File: config.mk
export PLATFORM = sky130hd
export DESIGN_NAME = rsa_job_sequencer_flat
export DESIGN_NICKNAME = d
export VERILOG_FILES = /design/src/rtl/rsa_seq_pkg.sv /design/src/rtl/rsa_seq_if.sv /design/src/rtl/rsa_seq_csr.sv /design/src/rtl/rsa_job_sequencer.sv /design/src/flat_wrapper.sv
export SDC_FILE = /design/constraint.sdc
export NUM_CORES = 1
export LEC_CHECK = 0
export BUFFER_PORTS_ARGS = -buffer_cell sky130_fd_sc_hd__buf_4
export CAP_MARGIN = 25
export CORE_ASPECT_RATIO = 0.7
export CORE_UTILIZATION = 60
export DETAILED_ROUTE_END_ITERATION = 6
export HOLD_SLACK_MARGIN = 0.02
export PLACE_DENSITY_LB_ADDON = 0.12
export SETUP_SLACK_MARGIN = 0.15
export SKIP_LAST_GASP = 1
export SYNTH_ARGS = -nofsm -noshare
export SYNTH_HDL_FRONTEND = slang
export SYNTH_SLANG_ARGS = --single-unit
File: constraint.sdc
create_clock -name clk -period 7.5 [get_ports clk]
set_input_delay 1.5 -clock clk [delete_from_list [all_inputs] [get_ports clk]]
set_output_delay 1.5 -clock clk [all_outputs]
set_load 0.01 [all_outputs]
File: src/rtl/rsa_seq_pkg.sv
`default_nettype none
// +----------------------------------------------------------------------+
// | rsa_seq_pkg : shared types and constants for the RSA job sequencer.   |
// | Revision    : 1.0                                                     |
// +----------------------------------------------------------------------+
package rsa_seq_pkg;

  typedef enum logic [2:0] {
    ST_IDLE      = 3'd0,
    ST_START_WR  = 3'd1,
    ST_POLL_WAIT = 3'd2,
    ST_POLL_RD   = 3'd3,
    ST_STOP_WR   = 3'd4,
    ST_DONE      = 3'd5
  } state_t;

  localparam logic [1:0] C_ADDR_CTRL      = 2'd0;
  localparam logic [1:0] C_ADDR_STATUS    = 2'd1;
  localparam logic [1:0] C_ADDR_JOB_COUNT = 2'd2;
  localparam logic [1:0] C_ADDR_JOBS_DONE = 2'd3;

  localparam int C_CTRL_START   = 0;
  localparam int C_CTRL_ABORT   = 1;
  localparam int C_CTRL_IRQ_EN  = 2;

  localparam int C_STAT_BUSY    = 0;
  localparam int C_STAT_DONE    = 1;
  localparam int C_STAT_TIMEOUT = 2;
  localparam int C_STAT_ABORTED = 3;

  localparam logic [7:0] C_FLAG_SET = 8'h01;
  localparam logic [7:0] C_FLAG_CLR = 8'h00;

endpackage
`default_nettype wire

File: src/rtl/rsa_seq_if.sv
`default_nettype none
// +----------------------------------------------------------------------+
// | rsa_seq_if : CSR slave bus (with irq) and flag-register master bus.   |
// | Revision   : 1.0                                                      |
// +----------------------------------------------------------------------+
interface rsa_seq_csr_if;
  logic [1:0]  avs_s0_address;
  logic        avs_s0_read;
  logic        avs_s0_write;
  logic [31:0] avs_s0_writedata;
  logic [31:0] avs_s0_readdata;
  logic        avs_s0_waitrequest;
  logic        irq;

  modport master (
    output avs_s0_address, avs_s0_read, avs_s0_write, avs_s0_writedata,
    input  avs_s0_readdata, avs_s0_waitrequest, irq
  );

  modport slave (
    input  avs_s0_address, avs_s0_read, avs_s0_write, avs_s0_writedata,
    output avs_s0_readdata, avs_s0_waitrequest, irq
  );
endinterface

interface rsa_seq_avm_if;
  logic [31:0] avm_m0_address;
  logic        avm_m0_read;
  logic        avm_m0_write;
  logic [7:0]  avm_m0_writedata;
  logic [7:0]  avm_m0_readdata;
  logic        avm_m0_waitrequest;

  modport master (
    output avm_m0_address, avm_m0_read, avm_m0_write, avm_m0_writedata,
    input  avm_m0_readdata, avm_m0_waitrequest
  );

  modport slave (
    input  avm_m0_address, avm_m0_read, avm_m0_write, avm_m0_writedata,
    output avm_m0_readdata, avm_m0_waitrequest
  );
endinterface
`default_nettype wire

File: src/rtl/rsa_seq_csr.sv
`default_nettype none
// +----------------------------------------------------------------------+
// | rsa_seq_csr : CSR file, zero-latency read mux, irq and CTRL strobes.  |
// | Revision    : 1.0                                                     |
// +----------------------------------------------------------------------+
module rsa_seq_csr
  import rsa_seq_pkg::*;
(
  input  wire          clk,
  input  wire          reset,
  rsa_seq_csr_if.slave s_csr,
  input  wire          i_busy,
  input  wire          i_set_done,
  input  wire          i_set_timeout,
  input  wire          i_set_aborted,
  input  wire          i_job_inc,
  output logic         o_start,
  output logic         o_abort,
  output logic [15:0]  o_job_count,
  output logic [15:0]  o_jobs_done
);

  logic        r_irq_en;
  logic        r_done;
  logic        r_timeout;
  logic        r_aborted;
  logic [15:0] r_job_count;
  logic [15:0] r_jobs_done;

  logic        w_wr_ctrl;
  logic        w_wr_stat;
  logic        w_wr_job;
  logic [31:0] w_rdata;
  logic        w_unused_wdata;

  assign w_wr_ctrl = s_csr.avs_s0_write && (s_csr.avs_s0_address == C_ADDR_CTRL);
  assign w_wr_stat = s_csr.avs_s0_write && (s_csr.avs_s0_address == C_ADDR_STATUS);
  assign w_wr_job  = s_csr.avs_s0_write && (s_csr.avs_s0_address == C_ADDR_JOB_COUNT);

  // START is only honoured when idle; ABORT only while a run is active.
  assign o_start = w_wr_ctrl && s_csr.avs_s0_writedata[C_CTRL_START] && !i_busy;
  assign o_abort = w_wr_ctrl && s_csr.avs_s0_writedata[C_CTRL_ABORT] && i_busy;

  assign o_job_count = r_job_count;
  assign o_jobs_done = r_jobs_done;

  assign w_unused_wdata = ^s_csr.avs_s0_writedata[31:16];

  always_ff @(posedge clk) begin
    if (reset) begin
      r_irq_en    <= 1'b0;
      r_done      <= 1'b0;
      r_timeout   <= 1'b0;
      r_aborted   <= 1'b0;
      r_job_count <= 16'd0;
      r_jobs_done <= 16'd0;
    end else begin
      if (w_wr_ctrl) begin
        r_irq_en <= s_csr.avs_s0_writedata[C_CTRL_IRQ_EN];
      end
      if (o_start) begin
        r_done      <= 1'b0;
        r_timeout   <= 1'b0;
        r_aborted   <= 1'b0;
        r_jobs_done <= 16'd0;
      end else begin
        // Hardware set beats a same-cycle write-1-to-clear.
        r_done    <= i_set_done    || (r_done    && !(w_wr_stat && s_csr.avs_s0_writedata[C_STAT_DONE]));
        r_timeout <= i_set_timeout || (r_timeout && !(w_wr_stat && s_csr.avs_s0_writedata[C_STAT_TIMEOUT]));
        r_aborted <= i_set_aborted || (r_aborted && !(w_wr_stat && s_csr.avs_s0_writedata[C_STAT_ABORTED]));
        if (i_job_inc && (r_jobs_done != 16'hFFFF)) begin
          r_jobs_done <= r_jobs_done + 16'd1;
        end
      end
      if (w_wr_job && !i_busy) begin
        r_job_count <= s_csr.avs_s0_writedata[15:0];
      end
    end
  end

  always_comb begin
    w_rdata = 32'd0;
    if (s_csr.avs_s0_read) begin
      case (s_csr.avs_s0_address)
        C_ADDR_CTRL:      w_rdata[C_CTRL_IRQ_EN] = r_irq_en;
        C_ADDR_STATUS:    w_rdata[3:0] = {r_aborted, r_timeout, r_done, i_busy};
        C_ADDR_JOB_COUNT: w_rdata[15:0] = r_job_count;
        C_ADDR_JOBS_DONE: w_rdata[15:0] = r_jobs_done;
        default:          w_rdata = 32'd0;
      endcase
    end
  end

  assign s_csr.avs_s0_readdata    = w_rdata;
  assign s_csr.avs_s0_waitrequest = 1'b0;
  assign s_csr.irq                = r_irq_en && (r_done || r_timeout || r_aborted);

endmodule
`default_nettype wire

File: src/rtl/rsa_job_sequencer.sv
`default_nettype none
// +----------------------------------------------------------------------+
// | rsa_job_sequencer : runs N set/poll/count jobs against the RSA flag.  |
// | Revision          : 1.0                                               |
// +----------------------------------------------------------------------+
module rsa_job_sequencer
  import rsa_seq_pkg::*;
#(
  parameter logic [31:0] FLAG_ADDR      = 32'h0000_0000,
  parameter int          POLL_INTERVAL  = 64,
  parameter int          TIMEOUT_CYCLES = 1048576
) (
  input  wire           clk,
  input  wire           reset,
  rsa_seq_csr_if.slave  csr,
  rsa_seq_avm_if.master avm
);

  localparam logic [31:0] C_POLL_LAST = 32'(POLL_INTERVAL - 1);
  localparam logic [31:0] C_TIMEOUT   = 32'(TIMEOUT_CYCLES);

  state_t      r_state;
  logic        r_read;
  logic        r_write;
  logic [7:0]  r_wdata;
  logic [31:0] r_poll_cnt;
  logic [31:0] r_wdog;
  logic        r_abort_pend;
  logic        r_set_timeout;
  logic        r_set_aborted;
  logic        r_job_inc;

  logic        w_busy;
  logic        w_start;
  logic        w_abort_req;
  logic        w_abort_any;
  logic        w_xfer_ok;
  logic        w_flag_busy;
  logic        w_wdog_exp;
  logic        w_last_job;
  logic [15:0] w_job_count;
  logic [15:0] w_jobs_done;
  logic        w_unused_rdata;

  rsa_seq_csr u_csr (
    .clk           (clk),
    .reset         (reset),
    .s_csr         (csr),
    .i_busy        (w_busy),
    .i_set_done    (r_state == ST_DONE),
    .i_set_timeout (r_set_timeout),
    .i_set_aborted (r_set_aborted),
    .i_job_inc     (r_job_inc),
    .o_start       (w_start),
    .o_abort       (w_abort_req),
    .o_job_count   (w_job_count),
    .o_jobs_done   (w_jobs_done)
  );

  assign w_busy         = (r_state != ST_IDLE);
  assign w_abort_any    = r_abort_pend || w_abort_req;
  assign w_xfer_ok      = !avm.avm_m0_waitrequest;
  assign w_flag_busy    = avm.avm_m0_readdata[0];
  assign w_wdog_exp     = (r_wdog >= C_TIMEOUT);
  assign w_last_job     = ((w_jobs_done + 16'd1) == w_job_count);
  assign w_unused_rdata = ^avm.avm_m0_readdata[7:1];

  assign avm.avm_m0_address   = FLAG_ADDR;
  assign avm.avm_m0_read      = r_read;
  assign avm.avm_m0_write     = r_write;
  assign avm.avm_m0_writedata = r_wdata;

  always_ff @(posedge clk) begin
    if (reset) begin
      r_state       <= ST_IDLE;
      r_read        <= 1'b0;
      r_write       <= 1'b0;
      r_wdata       <= C_FLAG_CLR;
      r_poll_cnt    <= 32'd0;
      r_wdog        <= 32'd0;
      r_abort_pend  <= 1'b0;
      r_set_timeout <= 1'b0;
      r_set_aborted <= 1'b0;
      r_job_inc     <= 1'b0;
    end else begin
      r_set_timeout <= 1'b0;
      r_set_aborted <= 1'b0;
      r_job_inc     <= 1'b0;
      if (w_abort_req) begin
        r_abort_pend <= 1'b1;
      end
      if ((r_state == ST_POLL_WAIT || r_state == ST_POLL_RD) && (r_wdog != 32'hFFFF_FFFF)) begin
        r_wdog <= r_wdog + 32'd1;
      end

      case (r_state)
        ST_IDLE: begin
          r_abort_pend <= 1'b0;
          if (w_start) begin
            if (w_job_count == 16'd0) begin
              r_state <= ST_DONE;
            end else begin
              r_state <= ST_START_WR;
              r_write <= 1'b1;
              r_wdata <= C_FLAG_SET;
            end
          end
        end

        ST_START_WR: begin
          if (w_xfer_ok) begin
            r_wdog <= 32'd0;
            if (w_abort_any) begin
              r_state       <= ST_STOP_WR;
              r_wdata       <= C_FLAG_CLR;
              r_abort_pend  <= 1'b0;
              r_set_aborted <= 1'b1;
            end else begin
              r_state    <= ST_POLL_WAIT;
              r_write    <= 1'b0;
              r_poll_cnt <= 32'd0;
            end
          end
        end

        ST_POLL_WAIT: begin
          if (w_abort_any) begin
            r_state       <= ST_STOP_WR;
            r_write       <= 1'b1;
            r_wdata       <= C_FLAG_CLR;
            r_abort_pend  <= 1'b0;
            r_set_aborted <= 1'b1;
          end else if (w_wdog_exp) begin
            r_state       <= ST_STOP_WR;
            r_write       <= 1'b1;
            r_wdata       <= C_FLAG_CLR;
            r_set_timeout <= 1'b1;
          end else if (r_poll_cnt == C_POLL_LAST) begin
            r_state <= ST_POLL_RD;
            r_read  <= 1'b1;
          end else begin
            r_poll_cnt <= r_poll_cnt + 32'd1;
          end
        end

        ST_POLL_RD: begin
          if (w_xfer_ok) begin
            r_read <= 1'b0;
            // A completion seen on the final read is still counted even if aborting.
            if (!w_flag_busy) begin
              r_job_inc <= 1'b1;
            end
            if (w_abort_any) begin
              r_state       <= ST_STOP_WR;
              r_write       <= 1'b1;
              r_wdata       <= C_FLAG_CLR;
              r_abort_pend  <= 1'b0;
              r_set_aborted <= 1'b1;
            end else if (!w_flag_busy) begin
              if (w_last_job) begin
                r_state <= ST_DONE;
              end else begin
                r_state <= ST_START_WR;
                r_write <= 1'b1;
                r_wdata <= C_FLAG_SET;
              end
            end else if (w_wdog_exp) begin
              r_state       <= ST_STOP_WR;
              r_write       <= 1'b1;
              r_wdata       <= C_FLAG_CLR;
              r_set_timeout <= 1'b1;
            end else begin
              r_state    <= ST_POLL_WAIT;
              r_poll_cnt <= 32'd0;
            end
          end
        end

        ST_STOP_WR: begin
          if (w_xfer_ok) begin
            r_state <= ST_IDLE;
            r_write <= 1'b0;
          end
        end

        ST_DONE: begin
          r_state      <= ST_IDLE;
          r_abort_pend <= 1'b0;
        end

        default: begin
          r_state <= ST_IDLE;
          r_read  <= 1'b0;
          r_write <= 1'b0;
        end
      endcase
    end
  end

endmodule
`default_nettype wire

File: src/flat_wrapper.sv
// flat-port wrapper written by rule: the top's interface ports become plain ports
module rsa_job_sequencer_flat import rsa_seq_pkg::*;
#(
  parameter logic [31:0] FLAG_ADDR      = 32'h0000_0000,
  parameter int          POLL_INTERVAL  = 64,
  parameter int          TIMEOUT_CYCLES = 1048576
)
  (clk, reset, csr_avs_s0_address, csr_avs_s0_read, csr_avs_s0_write, csr_avs_s0_writedata, csr_avs_s0_readdata, csr_avs_s0_waitrequest, csr_irq, avm_avm_m0_address, avm_avm_m0_read, avm_avm_m0_write, avm_avm_m0_writedata, avm_avm_m0_readdata, avm_avm_m0_waitrequest);
  rsa_seq_csr_if csr_i ();
  rsa_seq_avm_if avm_i ();
  input  wire clk;
  input  wire reset;
  input wire logic [$bits(csr_i.avs_s0_address)-1:0] csr_avs_s0_address;
  input wire logic [$bits(csr_i.avs_s0_read)-1:0] csr_avs_s0_read;
  input wire logic [$bits(csr_i.avs_s0_write)-1:0] csr_avs_s0_write;
  input wire logic [$bits(csr_i.avs_s0_writedata)-1:0] csr_avs_s0_writedata;
  output wire logic [$bits(csr_i.avs_s0_readdata)-1:0] csr_avs_s0_readdata;
  output wire logic [$bits(csr_i.avs_s0_waitrequest)-1:0] csr_avs_s0_waitrequest;
  output wire logic [$bits(csr_i.irq)-1:0] csr_irq;
  output wire logic [$bits(avm_i.avm_m0_address)-1:0] avm_avm_m0_address;
  output wire logic [$bits(avm_i.avm_m0_read)-1:0] avm_avm_m0_read;
  output wire logic [$bits(avm_i.avm_m0_write)-1:0] avm_avm_m0_write;
  output wire logic [$bits(avm_i.avm_m0_writedata)-1:0] avm_avm_m0_writedata;
  input wire logic [$bits(avm_i.avm_m0_readdata)-1:0] avm_avm_m0_readdata;
  input wire logic [$bits(avm_i.avm_m0_waitrequest)-1:0] avm_avm_m0_waitrequest;
  assign csr_i.avs_s0_address = csr_avs_s0_address;
  assign csr_i.avs_s0_read = csr_avs_s0_read;
  assign csr_i.avs_s0_write = csr_avs_s0_write;
  assign csr_i.avs_s0_writedata = csr_avs_s0_writedata;
  assign csr_avs_s0_readdata = csr_i.avs_s0_readdata;
  assign csr_avs_s0_waitrequest = csr_i.avs_s0_waitrequest;
  assign csr_irq = csr_i.irq;
  assign avm_avm_m0_address = avm_i.avm_m0_address;
  assign avm_avm_m0_read = avm_i.avm_m0_read;
  assign avm_avm_m0_write = avm_i.avm_m0_write;
  assign avm_avm_m0_writedata = avm_i.avm_m0_writedata;
  assign avm_i.avm_m0_readdata = avm_avm_m0_readdata;
  assign avm_i.avm_m0_waitrequest = avm_avm_m0_waitrequest;
  rsa_job_sequencer #(.FLAG_ADDR(FLAG_ADDR), .POLL_INTERVAL(POLL_INTERVAL), .TIMEOUT_CYCLES(TIMEOUT_CYCLES)) u_core (.clk(clk), .reset(reset), .csr(csr_i), .avm(avm_i));
endmodule
* Word-level counts from Yosys, hierarchy flattened
Index checks and enable logic that the tools add are counted.
Word-level totals: register bits 117, bits of input ports 47, output and inout bits 76, logic and storage cells 168
Operators by class: bitwise gates (word level) 3, muxes and demuxes 73, eq/ne operators 28, magnitude comparators 1, reduce and logical (&&, ||, !) cells 44, add/subtract/negate cells 3
Operators with widths (count):
- 32-bit 2-to-1 mux | 12
- 32-bit one-hot mux with 3 select lines | 1
- 8-bit 2-to-1 mux | 10
- 32-bit by 1-bit adder with 32-bit output, second input constant | 2
- 3-bit 2-to-1 mux | 13
- 32-bit by 6-bit equality test with 1-bit output, second input constant | 1
- 32-bit by 21-bit >= comparator with 1-bit output, second input constant | 1
- 32-bit inequality test, second input constant | 1
- 8-bit one-hot mux with 4 select lines | 1
- 2-bit inequality test, second input constant | 13
- 1-bit 2-to-1 mux | 25
- 12-bit one-hot mux with 2 select lines | 1
- 1-bit logical AND | 17
- 16-bit by 1-bit adder with 16-bit output, second input constant | 1
- 16-bit equality test | 1
- 16-bit zero test | 1
- 16-bit 2-to-1 mux | 1
- 16-bit inequality test, second input constant | 1
- 3-bit one-hot mux with 5 select lines | 1
- 10-bit AND reduction | 1
- 5-bit AND reduction | 2
- 1-bit one-hot mux with 3 select lines | 3
- 8-bit AND reduction | 1
- 1-bit logical OR | 7
- other kinds (22) | 34

* Depth between registers and ports, before layout
Gate-level depths: netlist of the first run.
depth in word-level cells 8, depth in mapped cells 10, gate-level depth less buffers 8

* By module
A second synthesis of the first run with hierarchy kept.
Second synthesis, totals: cell total of the unflattened synthesis 819, area, all modules 6745.2 um^2
By module, submodules not included:
- rsa_job_sequencer | instances 1, cells each 570, area each 4735.8 um^2, sequential area each 1621.6 um^2
- rsa_seq_csr | instances 1, cells each 249, area each 2009.4 um^2, sequential area each 720.7 um^2

* Worst setup path after synthesis of the first run
OpenSTA, ideal clock, no wires.
path kind input -> output, start point input port csr_avs_s0_address[0], end point output port csr_avs_s0_readdata[10], stages on the path 4, arrival time 2.623 ns, slack 3.377 ns, buffers on the path 2, path through clkbuf_1 -> clkbuf_1 -> mux2i_1 -> nor2_1
On the way: longest elaborated chain between the ends 3, elaborated cells on any way between the ends 4, classes of those cells eq/ne: 2; mux: 2
Ends and longest elaborated chain:
- from (decl) | line flat_wrapper.sv:13 | input wire logic [$bits(csr_i.avs_s0_address)-1:0] csr_avs_s0_address;
- 2-bit equality test | line rsa_seq_csr.sv:84 | case (s_csr.avs_s0_address)
- 12-bit one-hot mux with 2 select lines (*) | line rsa_seq_csr.sv:84
- 16-bit 2-to-1 mux (*) | line rsa_seq_csr.sv:83 | if (s_csr.avs_s0_read) begin
- to (decl) | line flat_wrapper.sv:17 | output wire logic [$bits(csr_i.avs_s0_readdata)-1:0] csr_avs_s0_readdata;
Mark *: on every way between the ends. The rest lies on a longest branch, timed or not.

* Final worst setup path of the first run
start point input port csr_avs_s0_address[0], end point register u_core.r_poll_cnt[7]
On the way: longest elaborated chain between the ends 7, elaborated cells on any way between the ends 9, classes of those cells eq/ne: 3; reduce/logical: 6
Ends and longest elaborated chain:
- 2-bit zero test (*) | line rsa_seq_csr.sv:36 | assign w_wr_ctrl = s_csr.avs_s0_write && (s_csr.avs_s0_address == C_ADDR_CTRL);
- 1-bit logical AND (*) | line rsa_seq_csr.sv:36
- 1-bit logical AND (*) (2 in series) | line rsa_seq_csr.sv:42 | assign o_abort = w_wr_ctrl && s_csr.avs_s0_writedata[C_CTRL_ABORT] && i_busy;
- 1-bit logical OR (*) | line rsa_job_sequencer.sv:61 | assign w_abort_any = r_abort_pend || w_abort_req;
- 2-bit inequality test (no source line)
- 10-bit AND reduction (no source line) (*)
- to (signal assigned) | line rsa_job_sequencer.sv:142 | r_poll_cnt <= r_poll_cnt + 32'd1;
- to (decl) | line rsa_job_sequencer.sv:26 | logic [31:0] r_poll_cnt;
Marks and branches as above. A chain may end at the register's enable or synchronous reset.

==> qor.txt, run 1 <==
status: complete, no violations
Clock Latency Late Sink: 0.41 ns
Least-Margin Pin Slew: 1.01 ns
die width: 127 um
static leakage: 0.00274 uW
Clk pwr share: 0.445
endpoints failing setup: 0
Critical R2R Launch: u_core.u_csr.o_jobs_done[0]$_SDFFE_PP0P_
TritonCTS Sinks: 117
setup TNS: 0 ns
Layout Area Growth over Synthesis: 12.4%
Int Pwr: 1270 uW
number of global-route vias before repair: 5140
Clock Pin Slew Worst Setup and Hold Paths: 0.06 ns
RR Endpoint: u_core.avm.avm_m0_writedata[3]$_SDFFE_PP0P_
Yosys top cell by area: dfxtp_1
post-CTS sizing: 0
Synth warnings: 0
NetSw: 542 uW
Post-synth EDFFs: 0
Hold Fails Final Rpt: 0
Cell Area, Synth: 0.00657 mm2
Critical Path RT: 7.75 ns
Area contributors post-synth: dfxtp_1 (36%), nor2_1 (6.5%), buf_4 (5.6%)
Seq/Total Area, Yosys: 0.357
pwr dens: 245 mW/mm2
Synth Area per Inst: 8.32 um2
WHS: 0.449 ns
H-tree depth: 4
worst vdd ir: 0.197 mV
switching share of power: 0.299
slack of the worst reg-to-reg path: 4.11 ns
Critical Path Source: csr_avs_s0_address[0]
Hold Crit Class: reg -> reg
multi-input logic area: 0.00382 mm2
Synth Flop Type: dfxtp_1
final core utilization: 0.705
Synth top cells by count: dfxtp_1 (117), nor2_1 (113), nand2_1 (59), buf_4 (49), xor2_1 (42)
area share of the largest cell type after synthesis: 0.357
via count: 5643
Max Root-Sink Buffers: 2
Tot Pwr: 1810 uW
total CTS buffers: 17
CP endpoint kind: flip-flop
largest net degree at the start of global routing: 39
GRT Util Overall: 0.273
PortBufs: 50
Initial Utilization: 0.627
Tmin final: 4.25 ns
Congestion Overflow GR: 0
FILL cells: 808
dpl hpwl: 10500 um
CTS root buffer: clkbuf_16
initial antenna violation count: 0
WS Path Type: in -> reg
post-synthesis cell type count: 69
Avg WL per Cell: 15.4 um
first-pass GRT wire length: 24400 um
Routed Antenna Nets: 0
buffers inserted by post-CTS timing repair: 0
period utilisation layout: 0.566
vias per cell: 5.81
Sequential Power Share: 0.375
power share of the combinational group: 0.181
drt drc: 0
crit path to: u_core.r_poll_cnt[7]$_SDFFE_PP0P_
CTS tree: built
die extent in y: 89.5 um
Max-slew headroom: 0.328
num ports: 123
Rows: 31
Post-Syn Instances: 789
Total Nets Final: 878
layout cells sized above 1: 0.129
total core area: 0.0105 mm2
Crit path arrival time: 4.50 ns
flip-flop and latch area: 0.00234 mm2
RSZ-0062 raised after global routing: no
Max Fclk: 236 MHz
crit path max fanout: 32
Inserted Diodes: 0
Pre-antenna DRT Iters: 5
Max Transition Viols Final: 0
die area: 0.0114 mm2
DR iter-0 viols: 472
CTS Hold Bufs: 0
Post-synth ARST share: 0
most common cell in the netlist: dfxtp_1
post-synthesis register bit count: 117
FF-to-FF path depth: 8
max cap viols: 0
Placer Congestion: 0.855
drt total wl: 14900 um
critical path startpoint category: input port
Layout Skew: 0.00801 ns
## cells by family (layout without fill, tap and decap cells)
| group | count (synthesis) | in the layout | synth area share |
|---|---|---|---|
| other cells | 1 | 49 | 0.000571 |
| simple gates | 362 | 362 | 0.286 |
| fa+ha+maj | 4 | 4 | 0.00762 |
| flops | 117 | 117 | 0.357 |
| mux | 36 | 36 | 0.0574 |
| buf+inv | 98 | 101 | 0.0896 |
| xor+xnor | 82 | 82 | 0.109 |
| compound gates | 89 | 89 | 0.0930 |
## worst min path at each step
stage,from,to,slack (ns),cells past startpoint
6_report,u_core.r_set_aborted$_SDFF_PP0_,u_core.u_csr.r_aborted$_SDFF_PP0_,0.45,2
5_1_grt,u_core.r_set_aborted$_SDFF_PP0_,u_core.u_csr.r_aborted$_SDFF_PP0_,0.46,2
4_1_cts,u_core.r_set_aborted$_SDFF_PP0_,u_core.u_csr.r_aborted$_SDFF_PP0_,0.45,2
3_5_place_dp,u_core.r_set_aborted$_SDFF_PP0_,u_core.u_csr.r_aborted$_SDFF_PP0_,0.44,2
3_3_place_gp,u_core.r_set_aborted$_SDFF_PP0_,u_core.u_csr.r_aborted$_SDFF_PP0_,0.43,2
2_1_floorplan,u_core.r_set_aborted$_SDFF_PP0_,u_core.u_csr.r_aborted$_SDFF_PP0_,0.41,2
## critical path, cell delays in order
cell and delay (ns):
buf_4 0.29, nor3b_2 0.17, a2111oi_0 0.71, o21ai_1 0.23, nor3_2 0.56, a21o_1 0.89
nor2_1 0.13
## area by class of cell
cell class | instances | area share
repair buffers | 54 | 0.0544
clock inverters | 12 | 0.0175
well taps | 132 | 0.0224
multi-input cells | 622 | 0.518
inverters | 15 | 0.00763
clock buffers | 20 | 0.0632
flip-flops and latches | 117 | 0.317
## registers in the layout (all words and copies together) (netlist names), 3 cells and up
register,count
u_core.avm.avm_m0_writedata,8
u_core.u_csr.o_job_count,16
u_core.u_csr.o_jobs_done,16
u_core.r_wdog,32
u_core.r_state,3
u_core.r_poll_cnt,32
## cells in the final DEF, fill, tap and decap left out, drive strengths merged, types with 3 or more instances in the layout
| cell type | instances |
|---|---|
| dfxtp | 117 |
| nor2 | 114 |
| nand2 | 59 |
| buf | 53 |
| conb | 49 |
| xor2 | 42 |
| xnor2 | 40 |
| nand3 | 33 |
| mux2i | 32 |
| nor4 | 28 |
| nor3 | 28 |
| a21oi | 26 |
| clkbuf | 21 |
| nand4 | 20 |
| or3 | 18 |
| o21ai | 17 |
| inv | 15 |
| and3 | 10 |
| nor2b | 9 |
| nand2b | 8 |
| nor3b | 8 |
| and4 | 7 |
| clkinv | 7 |
| a211oi | 5 |
| nor4b | 5 |
| and2 | 4 |
| ha | 4 |
| a31oi | 4 |
| mux2 | 3 |
| a22oi | 3 |
| a2111oi | 3 |
| o21a | 3 |
| nand3b | 3 |
| a311oi | 3 |
| clkinvlp | 3 |
## layer usage
layer	vias up	GRT usage	routed length (um)
met1	2658	0.360	7080
met5	-	0	0
li1	2752	-	-
met4	0	0.0931	200
met3	22	0.0742	969
met2	211	0.437	6700
## power groups by stage
| stage | clock network, uW | logic, uW | registers [uW] |
|---|---|---|---|
| 6_report | 806 | 328 | 679 |
| 5_1_grt | 844 | 357 | 682 |
| 4_1_cts | 816 | 322 | 677 |
| 3_5_place_dp | 0 | 318 | 689 |
| 3_3_place_gp | 0 | 306 | 689 |
| 2_1_floorplan | 0 | 286 | 673 |
## per-stage QoR
step | instances | setup WS [ns] | area, um2
after global placement | 939 | 3.02 | 6780
final | 972 | 3.25 | 7380
after CTS | 971 | 3.33 | 7380
after floorplan | 837 | 3.38 | 6750
after detailed placement | 939 | 2.89 | 6780
after global routing | 972 | 3.04 | 7380
No activity file was read; power rests on OpenSTA's default activity.
==> run 2, diff against run 1 <==
--- a/config.mk
+++ b/config.mk
@@ -5,10 +5,11 @@
 export SDC_FILE = /design/constraint.sdc
 export NUM_CORES = 1
 export LEC_CHECK = 0
+export ABC_AREA = 1
 export BUFFER_PORTS_ARGS = -buffer_cell sky130_fd_sc_hd__buf_4
 export CAP_MARGIN = 25
 export CORE_ASPECT_RATIO = 0.7
-export CORE_UTILIZATION = 60
+export CORE_UTILIZATION = 52
 export DETAILED_ROUTE_END_ITERATION = 6
 export HOLD_SLACK_MARGIN = 0.02
 export PLACE_DENSITY_LB_ADDON = 0.12
==> constraint.sdc (replaced) <==
create_clock -name clk -period 3.47 [get_ports clk]
set_input_delay 0.694 -clock clk [delete_from_list [all_inputs] [get_ports clk]]
set_output_delay 0.694 -clock clk [all_outputs]
set_load 0.01 [all_outputs]
==> run 2 against run 1 <==
Net effect:
- combinational power rose by 120%
- cell count grew 42%
- via count is 28% higher
- global-route usage down 0.071 points
- sequential cell count unchanged
- non-clock buffer count up 1
- critical path depth rose by 2
- hold slack lost 0.018 ns
- sequential power rose by 120%
- synthesized cell count up 45%
- cell area increased by 14%
==> qor.txt, run 2 <==
status: complete, no violations
Compound-Gate Fraction of Synth Area: 0.126 (+0.0328)
crit path max fanout: 34 (+6.3%)
Tmin final: 2.95 ns
Critical Path RT: 3.76 ns (-3.99 ns)
Max-slew headroom: 0.496 (+0.168)
Clock Latency Late Sink: 0.42 ns (about the same)
worst vdd ir: 0.432 mV (+120%)
layout cells sized above 1: 0.113 (-0.0154)
max incr delay on CP: 0.61 ns (-0.28 ns)
Post-synth ARST share: 0 (unchanged)
Hold Crit Class: reg -> reg
Congestion Overflow GR: 0 (unchanged)
die area: 0.0149 mm2 (+31%)
Max Fclk: 339 MHz
total CTS buffers: 17 (unchanged)
crit-path cells: nor2_4 -> inv_2 -> nor2_4 -> inv_2 -> nor2_1 -> nor2_4 -> nand2_4 -> o21ai_0 -> a21oi_1
Critical R2R Launch: u_core.r_state[2]$_SDFFE_PP0P_
Layout Skew: 0.0104 ns (+0.00238 ns)
WHS: 0.431 ns (-0.0180 ns)
drt drc: 0 (unchanged)
first-pass GRT wire length: 32300 um (+32%)
setup TNS: 0 ns (unchanged)
post-CTS sizing: 0 (unchanged)
max cap viols: 0 (unchanged)
TritonCTS Sinks: 117 (unchanged)
Layout Area Growth over Synthesis: 12.1%
H-tree depth: 4 (unchanged)
largest net degree at the start of global routing: 41 (+5.1%)
leading cell type in the layout, fill and taps excluded: nand2_1
Max Transition Viols Final: 0 (unchanged)
Post-Syn Instances: 1143 (+45%)
Non-Filler Instances: 1383 (+42%)
DR iter-0 viols: 629 (+33%)
Max Root-Sink Buffers: 2 (unchanged)
die extent in y: 102 um (+14%)
WS Path Type: reg -> reg
Inserted Diodes: 0 (unchanged)
Crit path arrival time: 3.24 ns (-1.26 ns)
Area contributors post-synth: dfxtp_1 (31%), nand2_1 (12%), nor2_1 (7.0%)
critical path startpoint category: flip-flop
Post-synth EDFFs: 0 (unchanged)
number of global-route vias before repair: 6282 (+22%)
initial antenna violation count: 0 (unchanged)
buffers inserted by post-CTS timing repair: 0 (unchanged)
Tot Pwr: 4040 uW (+120%)
post-synthesis mux area share: 0 (-0.0574)
final core utilization: 0.601 (-0.104)
most common cell in the netlist: nand2_1
largest registers in the final layout: u_core.r_poll_cnt: 32 flops, u_core.r_wdog: 32 flops
Avg WL per Cell: 14.2 um (-8.0%)
Clock Pin Slew Worst Setup and Hold Paths: 0.06 ns (about the same)
dpl hpwl: 14300 um (+36%)
Synth warnings: 0 (unchanged)
dominant delay contributor by cell family on the critical path: simple AND/OR/NAND/NOR gates
commonest non-fill, non-tap cells in the layout: nand2_1 (232), nor2_1 (140), dfxtp_1 (117), inv_1 (116), a21oi_1 (93)
Yosys top cell by area: dfxtp_1
Post-Synth Adder-Cell Area: 0.00668 (-0.000937)
Routed Antenna Nets: 0 (unchanged)
Synth Area in Simple Gates: 0.357 (+0.0716)
Inst Count DP: 1351 (+44%)
xor and xnor area share after synthesis: 0.0603 (-0.0490)
HP Start: u_core.r_set_aborted$_SDFF_PP0_
post-synthesis cell type count: 46 (-33%)
CTS tree: built
post-synthesis register bit count: 117 (unchanged)
Critical Path Source: u_core.r_state[2]$_SDFFE_PP0P_
flip-flop and latch area: 0.00234 mm2 (unchanged)
Rows: 36 (+16%)
Cell Area, Synth: 0.00749 mm2 (+14%)
most frequent cell on the critical path: nor2_4
Least-Margin Pin Slew: 0.754 ns (-0.254 ns)
Slowest-stage cell, CP: nor2_4
vias per cell: 5.21 (-10%)
num ports: 123 (unchanged)
GRT Util Overall: 0.272 (-0.000715)
CTS root buffer: clkbuf_16
drt total wl: 19600 um (+31%)
area share of the largest cell type after synthesis: 0.313 (-0.0439)
Hold Fails Final Rpt: 0 (unchanged)
Initial Utilization: 0.536 (-0.0908)
CTS Hold Bufs: 0 (unchanged)
total core area: 0.0140 mm2 (+33%)
FILL cells: 1395 (+73%)
Synth Flop Type: dfxtp_1
Synth top cells by count: nand2_1 (232), nor2_1 (140), dfxtp_1 (117), inv_1 (116), a21oi_1 (93)
via count: 7211 (+28%)
die width: 145 um (+14%)
endpoints failing setup: 0 (unchanged)
period utilisation layout: 0.849
static leakage: 0.00310 uW (+13%)
worst path bufs/invs: 2 (+1)
combinational family with the most area after synthesis: simple AND/OR/NAND/NOR gates
multi-input logic area: 0.00430 mm2 (+13%)
CP endpoint kind: flip-flop
RSZ-0062 raised after global routing: no
Synth Area per Inst: 6.55 um2 (-21%)
pwr dens: 481 mW/mm2 (+96%)
Placer Congestion: 0.929 (+8.6%)
PortBufs: 50 (unchanged)
Seq/Total Area, Yosys: 0.313 (-0.0439)
Pre-antenna DRT Iters: 5 (unchanged)
Total Nets Final: 1231 (+40%)
-- run 2: tightest hold or removal path, delay by kind of cell, from the launching register on --
kind,cells,cell delay (ns)
flops,1,0.29
buf+inv,1,0.04
compound gates,1,0.05
-- run 2: final timing paths --
kind                                       end  slack, ns  depth (start not counted)
min reg2reg  u_core.u_csr.r_aborted$_SDFF_PP0_       0.43                          2
max reg2reg  u_core.r_poll_cnt[0]$_SDFFE_PP0P_       0.52                          9
min          u_core.u_csr.r_aborted$_SDFF_PP0_       0.43                          2
max          u_core.r_poll_cnt[0]$_SDFFE_PP0P_       0.52                          9
-- run 2: area by class of cell --
cell class | count | area share
flip-flops and latches | 117 | 0.279
clock buffers | 21 | 0.0549
multi-input cells | 861 | 0.513
repair buffers | 55 | 0.0492
clock inverters | 11 | 0.0180
inverters | 128 | 0.0576
well taps | 190 | 0.0283
-- run 2: per-stage QoR --
step | worst slack, ns | area, um2
floorplan | 1.29 | 7670
global placement | 0.370 | 7780
detailed placement | 0.350 | 7780
CTS | 0.569 | 8390
global route | 0.270 | 8390
finish | 0.523 | 8390
-- run 2: logic make-up (layout without fill, tap and decap cells) --
group / count (synthesis) / count (layout)
compound gates: 177 / 177
xor+xnor: 50 / 50
buf+inv: 213 / 215
other cells: 1 / 49
fa+ha+maj: 4 / 4
simple gates: 581 / 581
flops: 117 / 117
-- run 2: report_power, final --
group / switching [uW] / total, uW / internal [uW]
combinational: 522 / 737 / 216
clock: 653 / 1820 / 1170
sequential: 76.0 / 1480 / 1400
-- run 2: metal layers --
| metal | vias to the layer above | share of wire | GRT usage |
|---|---|---|---|
| li1 | 3714 | - | - |
| met1 | 3214 | 0.52 | 0.420 |
| met2 | 269 | 0.39 | 0.382 |
| met3 | 14 | 0.084 | 0.0500 |
| met4 | 0 | 0.010 | 0.0680 |
| met5 | - | 0 | 0 |
